### config.mk
export PLATFORM = sky130hd
export DESIGN_NAME = mdio_master
export DESIGN_NICKNAME = d
export VERILOG_FILES = /design/src/rtl/mdio_pkg.sv /design/src/rtl/mdio_clk_gen.sv /design/src/rtl/mdio_master.sv
export SDC_FILE = /design/constraint.sdc
export NUM_CORES = 1
export LEC_CHECK = 0
export ABC_AREA = 1
export CORE_ASPECT_RATIO = 1.25
export CORE_MARGIN = 8
export CORE_UTILIZATION = 40
export DETAILED_ROUTE_END_ITERATION = 8
export HOLD_SLACK_MARGIN = 0.1
export PLACE_DENSITY = 0.61
export SYNTH_ARGS = -nofsm -noshare
export SYNTH_HDL_FRONTEND = slang
export SYNTH_SLANG_ARGS = --single-unit
### constraint.sdc
create_clock -name i_clk -period 2.7 [get_ports i_clk]
set_clock_uncertainty 0.1 [all_clocks]
set_input_delay 0.54 -clock i_clk [delete_from_list [all_inputs] [get_ports i_clk]]
set_output_delay 0.54 -clock i_clk [all_outputs]
set_load 0.01 [all_outputs]
### src/rtl/mdio_pkg.sv
// Shared MDIO frame encodings, field widths and master FSM state type.
package mdio_pkg;
  localparam int PHYAD_W = 5;
  localparam int REGAD_W = 5;
  localparam int DATA_W  = 16;

  localparam logic [1:0] ST_C22 = 2'b01;
  localparam logic [1:0] ST_C45 = 2'b00;

  localparam logic [1:0] OP_C22_WR   = 2'b01;
  localparam logic [1:0] OP_C22_RD   = 2'b10;
  localparam logic [1:0] OP_C45_ADDR = 2'b00;
  localparam logic [1:0] OP_C45_WR   = 2'b01;
  localparam logic [1:0] OP_C45_RD   = 2'b11;
  localparam logic [1:0] OP_C45_PRIA = 2'b10;

  typedef enum logic [2:0] {IDLE, PRE, HDR, TA, DATA, DONE} mdio_state_e;
endpackage

### src/rtl/mdio_clk_gen.sv
// MDC divider: toggles MDC every CLK_DIV system clocks while a frame runs,
// and flags the cycles in which MDC is about to rise or fall.
module mdio_clk_gen #(
  parameter int CLK_DIV = 20
) (
  input  logic i_clk,
  input  logic i_rst,
  input  logic i_run,
  output logic o_mdc,
  output logic o_rise,
  output logic o_fall
);
  localparam int CW = (CLK_DIV > 1) ? $clog2(CLK_DIV) : 1;
  localparam logic [CW-1:0] CNT_LAST = CW'(CLK_DIV - 1);

  logic [CW-1:0] cnt;
  logic          tc;

  assign tc     = i_run && (cnt == CNT_LAST);
  assign o_rise = tc && !o_mdc;
  assign o_fall = tc && o_mdc;

  always_ff @(posedge i_clk) begin
    if (i_rst || !i_run) begin
      cnt   <= '0;
      o_mdc <= 1'b0;
    end else if (tc) begin
      cnt   <= '0;
      o_mdc <= ~o_mdc;
    end else begin
      cnt <= cnt + 1'b1;
    end
  end
endmodule

### src/rtl/mdio_master.sv
// MDIO management master: runs one Clause 22/45 frame per accepted command
// and returns read data plus a turnaround error flag.
module mdio_master
  import mdio_pkg::*;
#(
  parameter int CLK_DIV      = 20,
  parameter int PREAMBLE_LEN = 32,
  parameter bit C45_EN       = 1'b1
) (
  input  logic               i_clk,
  input  logic               i_rst,
  input  logic               i_cmd_valid,
  output logic               o_cmd_ready,
  input  logic               i_cmd_c45,
  input  logic [1:0]         i_cmd_op,
  input  logic [PHYAD_W-1:0] i_cmd_phyad,
  input  logic [REGAD_W-1:0] i_cmd_regad,
  input  logic [DATA_W-1:0]  i_cmd_data,
  output logic               o_rsp_valid,
  output logic [DATA_W-1:0]  o_rsp_data,
  output logic               o_rsp_err,
  output logic               o_busy,
  output logic               o_mdc,
  output logic               o_mdo,
  output logic               o_mdo_t,
  input  logic               i_mdi
);
  localparam logic [5:0] PRE_LAST = 6'((PREAMBLE_LEN > 0) ? PREAMBLE_LEN - 1 : 0);

  mdio_state_e state, state_nxt;
  logic [5:0]  bit_cnt, bit_last;
  logic        run, rise, fall, bit_end;
  logic        accept, c45_reject, rd_q, err_q;
  logic [15:0] hdr_ld, hdr_sr, dat_sr, rx_sr;

  assign o_cmd_ready = (state == IDLE) && !i_rst;
  assign accept      = i_cmd_valid && o_cmd_ready;
  assign c45_reject  = i_cmd_c45 && !C45_EN;
  assign run         = state inside {PRE, HDR, TA, DATA};
  assign o_busy      = (state != IDLE);
  assign o_rsp_valid = (state == DONE);
  assign o_rsp_err   = err_q;
  assign bit_end     = fall && (bit_cnt == bit_last);

  // Header plus the TA pair we drive: 10 for writes, released (11) for reads.
  assign hdr_ld = {i_cmd_c45 ? ST_C45 : ST_C22, i_cmd_op, i_cmd_phyad, i_cmd_regad,
                   i_cmd_op[1] ? 2'b11 : 2'b10};

  mdio_clk_gen #(.CLK_DIV(CLK_DIV)) u_clk_gen (
    .i_clk (i_clk),
    .i_rst (i_rst),
    .i_run (run),
    .o_mdc (o_mdc),
    .o_rise(rise),
    .o_fall(fall)
  );

  always_comb begin
    bit_last = 6'd0;
    case (state)
      PRE:     bit_last = PRE_LAST;
      HDR:     bit_last = 6'd13;
      TA:      bit_last = 6'd1;
      DATA:    bit_last = 6'd15;
      default: bit_last = 6'd0;
    endcase
  end

  always_ff @(posedge i_clk) begin
    if (i_rst) state <= IDLE;
    else       state <= state_nxt;
  end

  always_comb begin
    state_nxt = state;
    case (state)
      IDLE: if (accept) begin
        if (c45_reject)             state_nxt = DONE;
        else if (PREAMBLE_LEN == 0) state_nxt = HDR;
        else                        state_nxt = PRE;
      end
      PRE:     if (bit_end) state_nxt = HDR;
      HDR:     if (bit_end) state_nxt = TA;
      TA:      if (bit_end) state_nxt = DATA;
      DATA:    if (bit_end) state_nxt = DONE;
      DONE:    state_nxt = IDLE;
      default: state_nxt = IDLE;
    endcase
  end

  always_ff @(posedge i_clk) begin
    if (i_rst || (state_nxt != state)) bit_cnt <= '0;
    else if (fall)                     bit_cnt <= bit_cnt + 6'd1;
  end

  // Pad outputs and response; bus pins only move at frame start or MDC fall.
  always_ff @(posedge i_clk) begin
    if (i_rst) begin
      o_mdo      <= 1'b1;
      o_mdo_t    <= 1'b0;
      o_rsp_data <= '0;
      err_q      <= 1'b0;
      rd_q       <= 1'b0;
    end else if (accept) begin
      rd_q    <= i_cmd_op[1];
      err_q   <= c45_reject;
      o_mdo_t <= !c45_reject;
      o_mdo   <= (PREAMBLE_LEN == 0) ? hdr_ld[15] : 1'b1;
      if (c45_reject) o_rsp_data <= '0;
    end else if (state == PRE) begin
      if (bit_end) o_mdo <= hdr_sr[15];
    end else if (state inside {HDR, TA, DATA}) begin
      if (state == DATA && bit_end) begin
        o_mdo      <= 1'b1;
        o_mdo_t    <= 1'b0;
        o_rsp_data <= rd_q ? rx_sr : '0;
      end else if (fall) begin
        o_mdo <= hdr_sr[14];
        if (state == HDR && bit_end && rd_q) o_mdo_t <= 1'b0;
      end
      if (rise && state == TA && bit_cnt == 6'd1 && rd_q && i_mdi) err_q <= 1'b1;
    end
  end

  always_ff @(posedge i_clk) begin
    if (accept) begin
      hdr_sr <= hdr_ld;
      dat_sr <= i_cmd_op[1] ? '1 : i_cmd_data;
    end else if (fall && (state inside {HDR, TA, DATA})) begin
      {hdr_sr, dat_sr} <= {hdr_sr[14:0], dat_sr, 1'b1};
    end
    if (rise && state == DATA) rx_sr <= {rx_sr[14:0], i_mdi};
  end
endmodule
* After elaboration in Yosys (flattened, before gate mapping)
Index checks and enable logic that the tools add are counted.
Operators by class: multiplexer cells 26, bitwise gates (word level) 3, add/subtract/negate cells 2, reduce and logical (&&, ||, !) cells 36, equality and inequality tests 11
Operators with widths (count):
- 2-to-1 mux 16 bit | 6
- one-hot mux 5 bit (4 select lines) | 1
- logical AND 1 bit | 15
- 2-to-1 mux 3 bit | 5
- one-hot mux 3 bit (5 select lines) | 1
- nonzero test 3 bit | 5
- 2-to-1 mux 1 bit | 13
- AND reduction 4 bit | 2
- adder 6 x 1 -> 6 bit, second input constant | 1
- == test 3 x 2 -> 1 bit, second input constant | 2
- == test 3 bit, second input constant | 2
- == test 6 x 1 -> 1 bit, second input constant | 1
- == test 6 bit | 1
- AND reduction 3 bit | 2
- nonzero test 2 bit | 3
- adder 5 x 1 -> 5 bit, second input constant | 1
- == test 5 bit, second input constant | 1
- inequality test 2 bit, second input constant | 2
- nonzero test 4 bit | 1
- OR reduction 2 bit | 2
- == test 3 x 1 -> 1 bit, second input constant | 1
- zero test 1 bit | 3
- zero test 3 bit | 1
- inequality test 3 bit | 1
- other kinds (2) | 5
Word-level totals: output and inout port bits 23, word-level logic and storage cells 90, bits of input ports 33, bits in registers 83

* Depth between registers and ports, before layout
Gate-level depths: netlist (run 1).
depth after elaboration 13, depth in mapped cells 14, mapped depth without buffers 14

* Hierarchy
A second synthesis (run 1) with hierarchy kept.
Unflattened totals: cells, all modules 373, area total of the unflattened synthesis 3623.5 µm²
Modules (own cells, without submodules):
- mdio_master | cells an instance 340, sequential area each 2021.9 µm², area an instance 3367.0 µm², times used 1
- mdio_clk_gen | cells an instance 33, sequential area each 120.1 µm², area an instance 256.5 µm², times used 1

* Worst setup path after synthesis (run 1)
No wires, ideal clock.
kind register to register, from register state[1], to register dat_sr[0] (enable), arrival 2.095 ns, setup slack 0.116 ns, library setup time 0.389 ns, path buffers 2, stages on the path, launching flop included 8, cell sequence dfxtp_1 buf_6 nor2_2 nand2_2 nor3b_2 clkinv_1 clkbuf_1 nand2_1
Between the ends: word-level cells in the longest chain between the ends 6, elaborated cells between the ends (all ways) 13, those cells by class eq/ne (4); reduce/logical (9)
Ends and longest elaborated chain:
- start, declared | RTL line mdio_master.sv:30 | mdio_state_e state, state_nxt;
- start signal, assigned | RTL line mdio_master.sv:71 | else state <= state_nxt;
- == test 3 x 1 -> 1 bit, or another cell as far along | RTL line mdio_master.sv:39 | assign run = state inside {PRE, HDR, TA, DATA};
- nonzero test 4 bit | RTL line mdio_master.sv:39
- logical AND 1 bit | RTL line mdio_clk_gen.sv:19 | assign tc = i_run && (cnt == CNT_LAST);
- logical AND 1 bit | RTL line mdio_clk_gen.sv:21 | assign o_fall = tc && o_mdc;
- logical AND 1 bit | RTL line mdio_master.sv:129 | end else if (fall && (state inside {HDR, TA, DATA})) begin
- nonzero test 2 bit (no line) *
- end signal, assigned | RTL line mdio_master.sv:128 | dat_sr <= i_cmd_op[1] ? '1 : i_cmd_data;
- end signal, assigned | RTL line mdio_master.sv:130 | {hdr_sr, dat_sr} <= {hdr_sr[14:0], dat_sr, 1'b1};
- end, declared | RTL line mdio_master.sv:34 | logic [15:0] hdr_ld, hdr_sr, dat_sr, rx_sr;
Every way passes the cells marked *; elsewhere a longest branch is shown, timed or not. A chain may end at the register's enable or synchronous reset.

* Worst setup path in the final report (run 1)
from register state[0], to output port o_rsp_valid
Between the ends: word-level cells in the longest chain between the ends 1
Ends and longest elaborated chain:
- == test 3 bit | RTL line mdio_master.sv:41 | assign o_rsp_valid = (state == DONE);
- end, declared | RTL line mdio_master.sv:19 | output logic o_rsp_valid,
Every way passes these cells.

==> impl_metrics.ini, run 1 <==
[drt]
drc = 0
drt_iter0_drc = 138
drt_first_pass_iters = 4
drt.antenna.violating_nets = 0
wirelength_mm = 6.97
routedWlPerCell_um = 13.0
vias = 2588
vias_per_cell = 4.83

[place]
pre_cts_ws_ps = 351
gp_congestion = 0.886
port_buffers = 55
dp_hpwl_mm = 4.93

[logic_synthesis]
yosysSeqAreaShare_pct = 61.6
ys_async_sr_fraction_pct = 0
synth_cell_types = 33
yosys-top-cells-area = edfxtp_1 41%, dfxtp_1 20%, nand2_1 14%
syn-cell-area_sq_mm = 0.00348
ys_top_cells_by_count = 130 x nand2_1, 48 x edfxtp_1, 35 x dfxtp_1
syn-mean-instance-area_sq_um = 9.40
synthesis.nets = 406
synth_area_leader_cell = edfxtp_1
yosysTopAreaCellShare_pct = 41.4
synth_ff_type = edfxtp_1
synth-edff-count = 48
ys.warnings.count = 0
synth_seq_cells = 83
yosysMostFrequentCell = nand2_1
synthCells = 370

[sta]
fin_crit_sh_pct = 89.4
drv_slew = 0
holdWs_ps = 356
tightest_slew_ps = 483
hold_viol_final = 0
rsz0062_at_grt = false
tns_ps = 0
max_slew_margin_pct = 67.7
setup_violations = 0
post-route-min-period_ps = 2410
fmax_ghz = 0.414
layout_setup_ws_ps = 286

[power]
ir_worst_vdd_v = 0.000281
leakagePower_nw = 1.71
power_density_mw_per_mm2 = 558

[global_route]
grt_max_degree = 33
antenna_found_initial = 0
grt_overflow = 0
grt_pass1_vias = 2522
grt_pass1_wl_mm = 11.7
track_usage_pct = 12.0

[clock_network]
clk_pin_slew_ps = 90
clkLatencyLatePin_ps = 350
cts_buffer_depth = 2
cts_buffers = 9
post_cts_buffers = 0
post_cts_resized = 0
postCtsHoldBufs = 0
tritoncts = yes
cts_root_buf = clkbuf_8
ctsHtreeMaxLevel = 3
cts_sinks = 83

[critical_path]
path_class = register to output port
cp_data_arrival_time_ps = 1770
crit_required_ps = 2060
worstPathMaxFanout = 5
endpoint_kind = output port
startpoint_type = register

[floorplanning]
die-area_sq_mm = 0.0120
io_pins = 56
core_area_sq_mm = 0.00856
die_h_um = 120
num_rows = 38
start_util_pct = 40.7
die_w_um = 99.4

[job]
maxCapViolations = 0

[layout]
fin_nets = 467
syn_to_final_growth_pct = 25.0
nFillCells = 829
drive_above_1_share_pct = 8.49
n_antenna_cell = 0
utilization_pct = 50.8

[hold_path]
hold_class = register to register

[run_status]
outcome = completed
-- per-stage QoR --
stage / cells / area, sq um / power, mW
final: 536 / 4350 / 2.43
after global routing: 536 / 4350 / 2.53
after CTS: 536 / 4350 / 2.46
after detailed placement: 520 / 4160 / 1.60
after global placement: 520 / 4160 / 1.59
after floorplan: 370 / 3480 / 1.50
-- cell families after synthesis --
group                      after synthesis  share of synthesized area, %
DFF                                     83                          61.6
and+or+nand+nor                        190                          23.4
AOI/OAI and AO/OA                       44                          6.80
buffers and inverters                   41                          4.93
xor gates and xnor gates                 9                          2.27
adders and majority gates                3                          1.08
-- per-layer routing --
layer	vias to the layer above	routed length, um	GRT usage (%)
li1	1330	-	-
met1	1182	3210	14.9
met2	68	3220	18.9
met3	8	461	4.31
met4	0	84	4.27
met5	-	0	0
-- layout by cell type (no fill, tap or decap), types with 3 or more instances in the layout --
cell | Yosys | routed
clkdlybuf4s50_1 | 0 | 55
buf_4 | 0 | 6
inv_1 | 27 | 27
clkbuf_8 | 0 | 9
or2_2 | 3 | 3
nor2_1 | 25 | 25
dfxtp_1 | 35 | 35
edfxtp_1 | 48 | 48
nand3_1 | 15 | 15
ha_1 | 3 | 3
inv_8 | 0 | 3
nor3_1 | 4 | 4
nand4_1 | 3 | 3
o21ai_0 | 18 | 18
a21oi_1 | 18 | 18
xor2_1 | 7 | 7
nand2_1 | 130 | 130
nand2_2 | 3 | 3
-- sequential cells by signal, summed over array words and instances (netlist names), 3 cells and up --
register and count:
o_rsp_data 16, bit_cnt 6, hdr_sr 16, dat_sr 16, rx_sr 16, u_clk_gen.cnt 5
state 3
-- layout make-up --
class | instances | area, sq um | share of cell area (%)
Sequential cell | 83 | 2140 | 49.3
Multi-Input combinational cell | 246 | 1170 | 26.8
Timing Repair Buffer | 62 | 616 | 14.2
Tap cell | 100 | 125 | 2.88
Clock buffer | 9 | 124 | 2.85
Inverter | 29 | 109 | 2.50
Clock inverter | 7 | 67.6 | 1.55
-- worst paths after layout --
| check | slack, ps | to | cells past startpoint | from |
|---|---|---|---|---|
| min reg2reg | 360 | u_clk_gen.cnt[0]$_SDFF_PP0_ | 1 | u_clk_gen.cnt[0]$_SDFF_PP0_ |
| max | 290 | o_rsp_valid | 3 | state[0]$_SDFF_PP0_ |
| min | 360 | u_clk_gen.cnt[0]$_SDFF_PP0_ | 1 | u_clk_gen.cnt[0]$_SDFF_PP0_ |
| max reg2reg | 590 | o_rsp_data[3]$_SDFFE_PP0P_ | 11 | u_clk_gen.cnt[0]$_SDFF_PP0_ |
-- where the power goes --
group / total (mW) / switching [mW] / internal [mW] / leakage [nW]
Clock: 0.864 / 0.504 / 0.360 / 0.0958
Combinational: 0.182 / 0.0963 / 0.0860 / 0.887
Sequential: 1.38 / 0.0110 / 1.37 / 0.723
-- worst max-delay path: stages (launching register included) --
cell and delay (ps):
dfxtp_1 450, inv_1 140, nor3_1 250, clkdlybuf4s50_1 590
Note: power is estimated with default switching activity, not from simulation.
==> run 2: changes to the inputs <==
--- a/config.mk
+++ b/config.mk
@@ -6,7 +6,7 @@
 export NUM_CORES = 1
 export LEC_CHECK = 0
 export ABC_AREA = 1
-export CORE_ASPECT_RATIO = 1.25
+export CORE_ASPECT_RATIO = 0.5
 export CORE_MARGIN = 8
 export CORE_UTILIZATION = 40
 export DETAILED_ROUTE_END_ITERATION = 8
==> run 2 against run 1 <==
  * Sequential power is essentially flat
  * Critical path depth is the same
  * Flip-flop and latch count is the same
  * Count of clock-buffer cells in the layout grew 3
  * Non-clock buffer count grew 2
  * Wire length shrank 0.87%
  * Worst hold slack lost 9.2 ps
  * Largest power group unchanged
==> impl_metrics.ini, run 2 (same netlist as run 1, synthesis figures left out) <==
[sta]
max_slew_margin_pct = 65.1
tightest_slew_ps = 522
tns_ps = 0
fmax_ghz = 0.413
fin_crit_sh_pct = 89.7
drv_slew = 0
setup_violations = 0
rsz0062_at_grt = false
hold_viol_final = 0
post-route-min-period_ps = 2420

[clock_network]
cts_root_buf = clkbuf_16
tritoncts = yes
ctsHtreeMaxLevel = 3
clkLatencyLatePin_ps = 330
cts_buffer_depth = 2
cts_sinks = 83
postCtsHoldBufs = 0
cts_buffers = 9
clk_pin_slew_ps = 60
post_cts_buffers = 0
post_cts_resized = 0

[global_route]
grt_pass1_vias = 2333
grt_pass1_wl_mm = 11.4
track_usage_pct = 12.1
antenna_found_initial = 0
grt_overflow = 0
grt_max_degree = 25

[critical_path]
path_class = primary input to output port
r2r-end = o_rsp_data[13]$_SDFFE_PP0P_
reg2regPathDepth = 11
endpoint_kind = output port
startpoint_type = primary input
regToRegStartpoint = u_clk_gen.cnt[0]$_SDFF_PP0_
worstPathMaxFanout = 2
regToRegSetupSlack_ps = 600
crit_required_ps = 2060
cp_data_arrival_time_ps = 1780

[drt]
drt_first_pass_iters = 4
drt.antenna.violating_nets = 0
drc = 0
drt_iter0_drc = 228
routedWlPerCell_um = 12.5
vias = 2524
wirelength_mm = 6.91
vias_per_cell = 4.55

[layout]
fin_nets = 469
mostFrequentLayoutCell = nand2_1
syn_to_final_growth_pct = 28.8
utilization_pct = 52.2
regArea_sq_mm = 0.00214
final_cells = 555
multi_input_area_sq_mm = 0.00117
drive_above_1_share_pct = 8.45
n_antenna_cell = 0
nFillCells = 826
final_cell_mix = 130 x nand2_1, 55 x clkdlybuf4s50_1, 48 x edfxtp_1, 35 x dfxtp_1, 27 x inv_1

[floorplanning]
start_util_pct = 40.5
die_h_um = 82.0
die-area_sq_mm = 0.0121
core_area_sq_mm = 0.00859
io_pins = 56
die_w_um = 148
num_rows = 24

[power]
ir_worst_vdd_v = 0.000325
seq_power_share_pct = 49.8
clockPowerShare_pct = 43.5
internal_power_mw = 2.20
totalPowerFinal_mw = 2.78
p_sw_share_pct = 20.8
comb_power_share_pct = 6.7
leakagePower_nw = 1.76
power_density_mw_per_mm2 = 620
p_sw_uw = 577

[job]
maxCapViolations = 0

[hold_path]
hold_class = register to register
hold_end = u_clk_gen.cnt[0]$_SDFF_PP0_
hold_depth = 1
holdCritStartpoint = u_clk_gen.cnt[0]$_SDFF_PP0_

[place]
gp_congestion = 0.860
dp_cells = 539
port_buffers = 55
dp_hpwl_mm = 4.76

[run_status]
outcome = completed
## run 2: cell count changes in the layout (fill, tap and decap cells not counted)
cell / before / now
bufinv_16: 0 / 1
inv_4: 0 / 1
clkinv_2: 0 / 1
inv_8: 3 / 0
nor3b_2: 1 / 0
clkbuf_16: 0 / 9
inv_6: 1 / 0
clkbuf_8: 9 / 1
clkinv_4: 2 / 0
nor3b_4: 0 / 1
buf_12: 1 / 0
clkbuf_1: 0 / 2
buf_4: 6 / 9
## run 2: power groups by stage
stage	sequential (mW)	clock, mW	combinational, mW
2_1_floorplan	1.41	0	0.0936
3_3_place_gp	1.41	0	0.186
3_5_place_dp	1.41	0	0.186
4_1_cts	1.38	1.24	0.188
5_1_grt	1.39	1.30	0.210
6_report	1.38	1.21	0.185
## run 2: through the flow
step | instance area [sq um] | hold slack [ps] | worst slack [ps]
after floorplan | 3480 | 318 | 116
after global placement | 4190 | 331 | 296
after detailed placement | 4190 | 336 | 292
after CTS | 4480 | 350 | 290
after global routing | 4480 | 362 | 219
final | 4480 | 347 | 278
## run 2: final cells by class
type | instances | area share (%)
Clock buffer | 12 | 5.50
Clock inverter | 4 | 1.09
Inverter | 29 | 2.43
Multi-Input combinational cell | 246 | 26.2
Sequential cell | 83 | 47.8
Tap cell | 117 | 3.27
Timing Repair Buffer | 64 | 13.8
## run 2: worst max path at each step
stage                        start                       to  slack (ps)
6_report                     i_rst              o_cmd_ready         280
3_3_place_gp                 i_rst              o_cmd_ready         300
4_1_cts                      i_rst              o_cmd_ready         290
2_1_floorplan  state[1]$_SDFF_PP0_  dat_sr[0]$_SDFFCE_PP1P_         120
3_5_place_dp                 i_rst              o_cmd_ready         290
5_1_grt        state[1]$_SDFF_PP0_              o_cmd_ready         220
## run 2: critical path, cell delays in order
cell	delay, ps
clkdlybuf4s50_1	450
nor2_1	210
clkdlybuf4s50_1	580
## run 2: layer usage
layer	vias to the layer above	GRT usage (%)	share of wire [%]	wire [um]
li1	1338	-	-	-
met1	1118	15.4	51	3550
met2	60	18.0	42	2870
met3	8	4.62	5.8	400
met4	0	6.05	1.2	85
met5	-	0	0	0
==> run 3: changes to the inputs <==
--- a/config.mk
+++ b/config.mk
@@ -7,7 +7,7 @@
 export LEC_CHECK = 0
 export ABC_AREA = 1
 export CORE_ASPECT_RATIO = 0.5
-export CORE_MARGIN = 8
+export CORE_MARGIN = 1.5
 export CORE_UTILIZATION = 40
 export DETAILED_ROUTE_END_ITERATION = 8
 export HOLD_SLACK_MARGIN = 0.1
==> run 3 against run 2 <==
  * Via count is 2.1% higher
  * Cell count is 1.3% lower
  * Non-clock buffer count is 2 lower
  * Flip-flop and latch count stayed put
  * Largest power group unchanged
==> impl_metrics.ini, run 3 (same netlist as run 1, synthesis figures left out) <==
[sta]
hold_viol_final = 0
tns_ps = 0
layout_setup_ws_ps = 214
tightest_slew_ps = 510
holdWs_ps = 355
fin_crit_sh_pct = 92.1
fmax_ghz = 0.402
post-route-min-period_ps = 2490
rsz0062_at_grt = false
setup_violations = 0
max_slew_margin_pct = 65.9
drv_slew = 0

[drt]
drt.antenna.violating_nets = 0
drt_first_pass_iters = 4
drc = 0
vias_per_cell = 4.70
routedWlPerCell_um = 12.7
vias = 2578
wirelength_mm = 6.95
drt_iter0_drc = 147

[floorplanning]
start_util_pct = 42.3
die_h_um = 69.0
die_w_um = 135
die-area_sq_mm = 0.00930
num_rows = 23
core_area_sq_mm = 0.00823
io_pins = 56

[layout]
mostFrequentLayoutCell = nand2_1
fin_nets = 467
final_cells = 548
final_cell_mix = 130 x nand2_1, 55 x clkdlybuf4s50_1, 48 x edfxtp_1, 35 x dfxtp_1, 27 x inv_1
drive_above_1_share_pct = 8.49
syn_to_final_growth_pct = 28.9
n_antenna_cell = 0

[clock_network]
post_cts_buffers = 0
post_cts_resized = 0
cts_sinks = 83
postCtsHoldBufs = 0
ctsHtreeMaxLevel = 3
cts_buffers = 9
cts_root_buf = clkbuf_16
tritoncts = yes
clk_pin_slew_ps = 60
clkLatencyLatePin_ps = 340
cts_buffer_depth = 2

[place]
port_buffers = 55
gp_congestion = 0.869
dp_cells = 532
pre_cts_ws_ps = 225
dp_hpwl_mm = 4.79

[global_route]
grt_overflow = 0
grt_pass1_wl_mm = 11.4
track_usage_pct = 16.6
grt_max_degree = 30
grt_pass1_vias = 2412
antenna_found_initial = 0

[power]
ir_worst_vdd_v = 0.000409
power_density_mw_per_mm2 = 629
leakagePower_nw = 1.76

[critical_path]
slowest_stage = clkdlybuf4s50_1
crit_required_ps = 2060
startpoint_type = primary input
regToRegSetupSlack_ps = 490
worstPathMaxFanout = 5
crit_chain = clkdlybuf4s50_1 > nor2_1 > clkdlybuf4s50_1
critPathMaxStageDelay_ps = 570
regToRegStartpoint = u_clk_gen.cnt[0]$_SDFF_PP0_
cp-endpoint = o_cmd_ready
cp_data_arrival_time_ps = 1850
reg2regPathDepth = 11
path_class = primary input to output port
cp_common_cell = clkdlybuf4s50_1
critical_path.startpoint = i_rst
r2r-end = bit_cnt[5]$_SDFFE_PP0P_
endpoint_kind = output port

[hold_path]
hold_class = register to register

[job]
maxCapViolations = 0

[run_status]
outcome = completed
-- run 3: cell count changes in the layout (fill, tap and decap cells not counted) --
cell | previous run | this run
buf_12 | 0 | 1
buf_4 | 9 | 6
clkbuf_1 | 2 | 0
clkbuf_8 | 1 | 0
clkinv_2 | 1 | 0
clkinv_4 | 0 | 1
inv_6 | 0 | 2
inv_8 | 0 | 1
-- run 3: cell type report --
class	instances	area (sq um)
tap	112	140
inverter	29	109
sequential	83	2140
multi-input combinational	246	1170
timing repair buffer	62	616
clock buffer	9	225
clock inverter	7	81.3
fill	753	3740
-- run 3: power by group --
| part | internal, mW | switching, mW | leakage, nW |
|---|---|---|---|
| Combinational | 0.0869 | 0.0987 | 0.889 |
| Sequential | 1.37 | 0.0111 | 0.723 |
| Clock | 0.731 | 0.520 | 0.149 |
| Total | 2.19 | 0.629 | 1.76 |
-- run 3: worst min-delay path by stage --
stage,cells after the start,slack (ps),from,endpoint
after floorplan,1,320,u_clk_gen.cnt[0]$_SDFF_PP0_,u_clk_gen.cnt[0]$_SDFF_PP0_
after global placement,1,320,u_clk_gen.cnt[0]$_SDFF_PP0_,u_clk_gen.cnt[0]$_SDFF_PP0_
after detailed placement,0,340,rx_sr[3]$_DFFE_PP_,rx_sr[4]$_DFFE_PP_
after CTS,0,350,rx_sr[3]$_DFFE_PP_,rx_sr[4]$_DFFE_PP_
after global routing,0,370,rx_sr[1]$_DFFE_PP_,rx_sr[2]$_DFFE_PP_
final,0,350,rx_sr[3]$_DFFE_PP_,rx_sr[4]$_DFFE_PP_
-- run 3: worst max-delay path, delay by kind of cell --
family,cells,cell delay (ps)
buffers and inverters,2,1120
and+or+nand+nor,1,180
-- run 3: metal layers --
metal  vias to the layer above  global-route usage [%]  part of all wire (%)
met5                         -                       0                     0
met4                         0                    7.66                   1.1
met3                         6                    4.75                   4.2
met2                        55                    26.5                    46
met1                      1178                    21.3                    49
li1                       1339                       -                     -
-- run 3: stage by stage --
| stage | util [%] | total power [mW] | instance area (sq um) |
|---|---|---|---|
| 6_report | 54.5 | 2.82 | 4490 |
| 3_5_place_dp | 50.8 | 1.60 | 4180 |
| 5_1_grt | 54.5 | 2.94 | 4490 |
| 2_1_floorplan | - | 1.50 | 3480 |
| 3_3_place_gp | 50.8 | 1.59 | 4180 |
| 4_1_cts | 54.5 | 2.86 | 4490 |
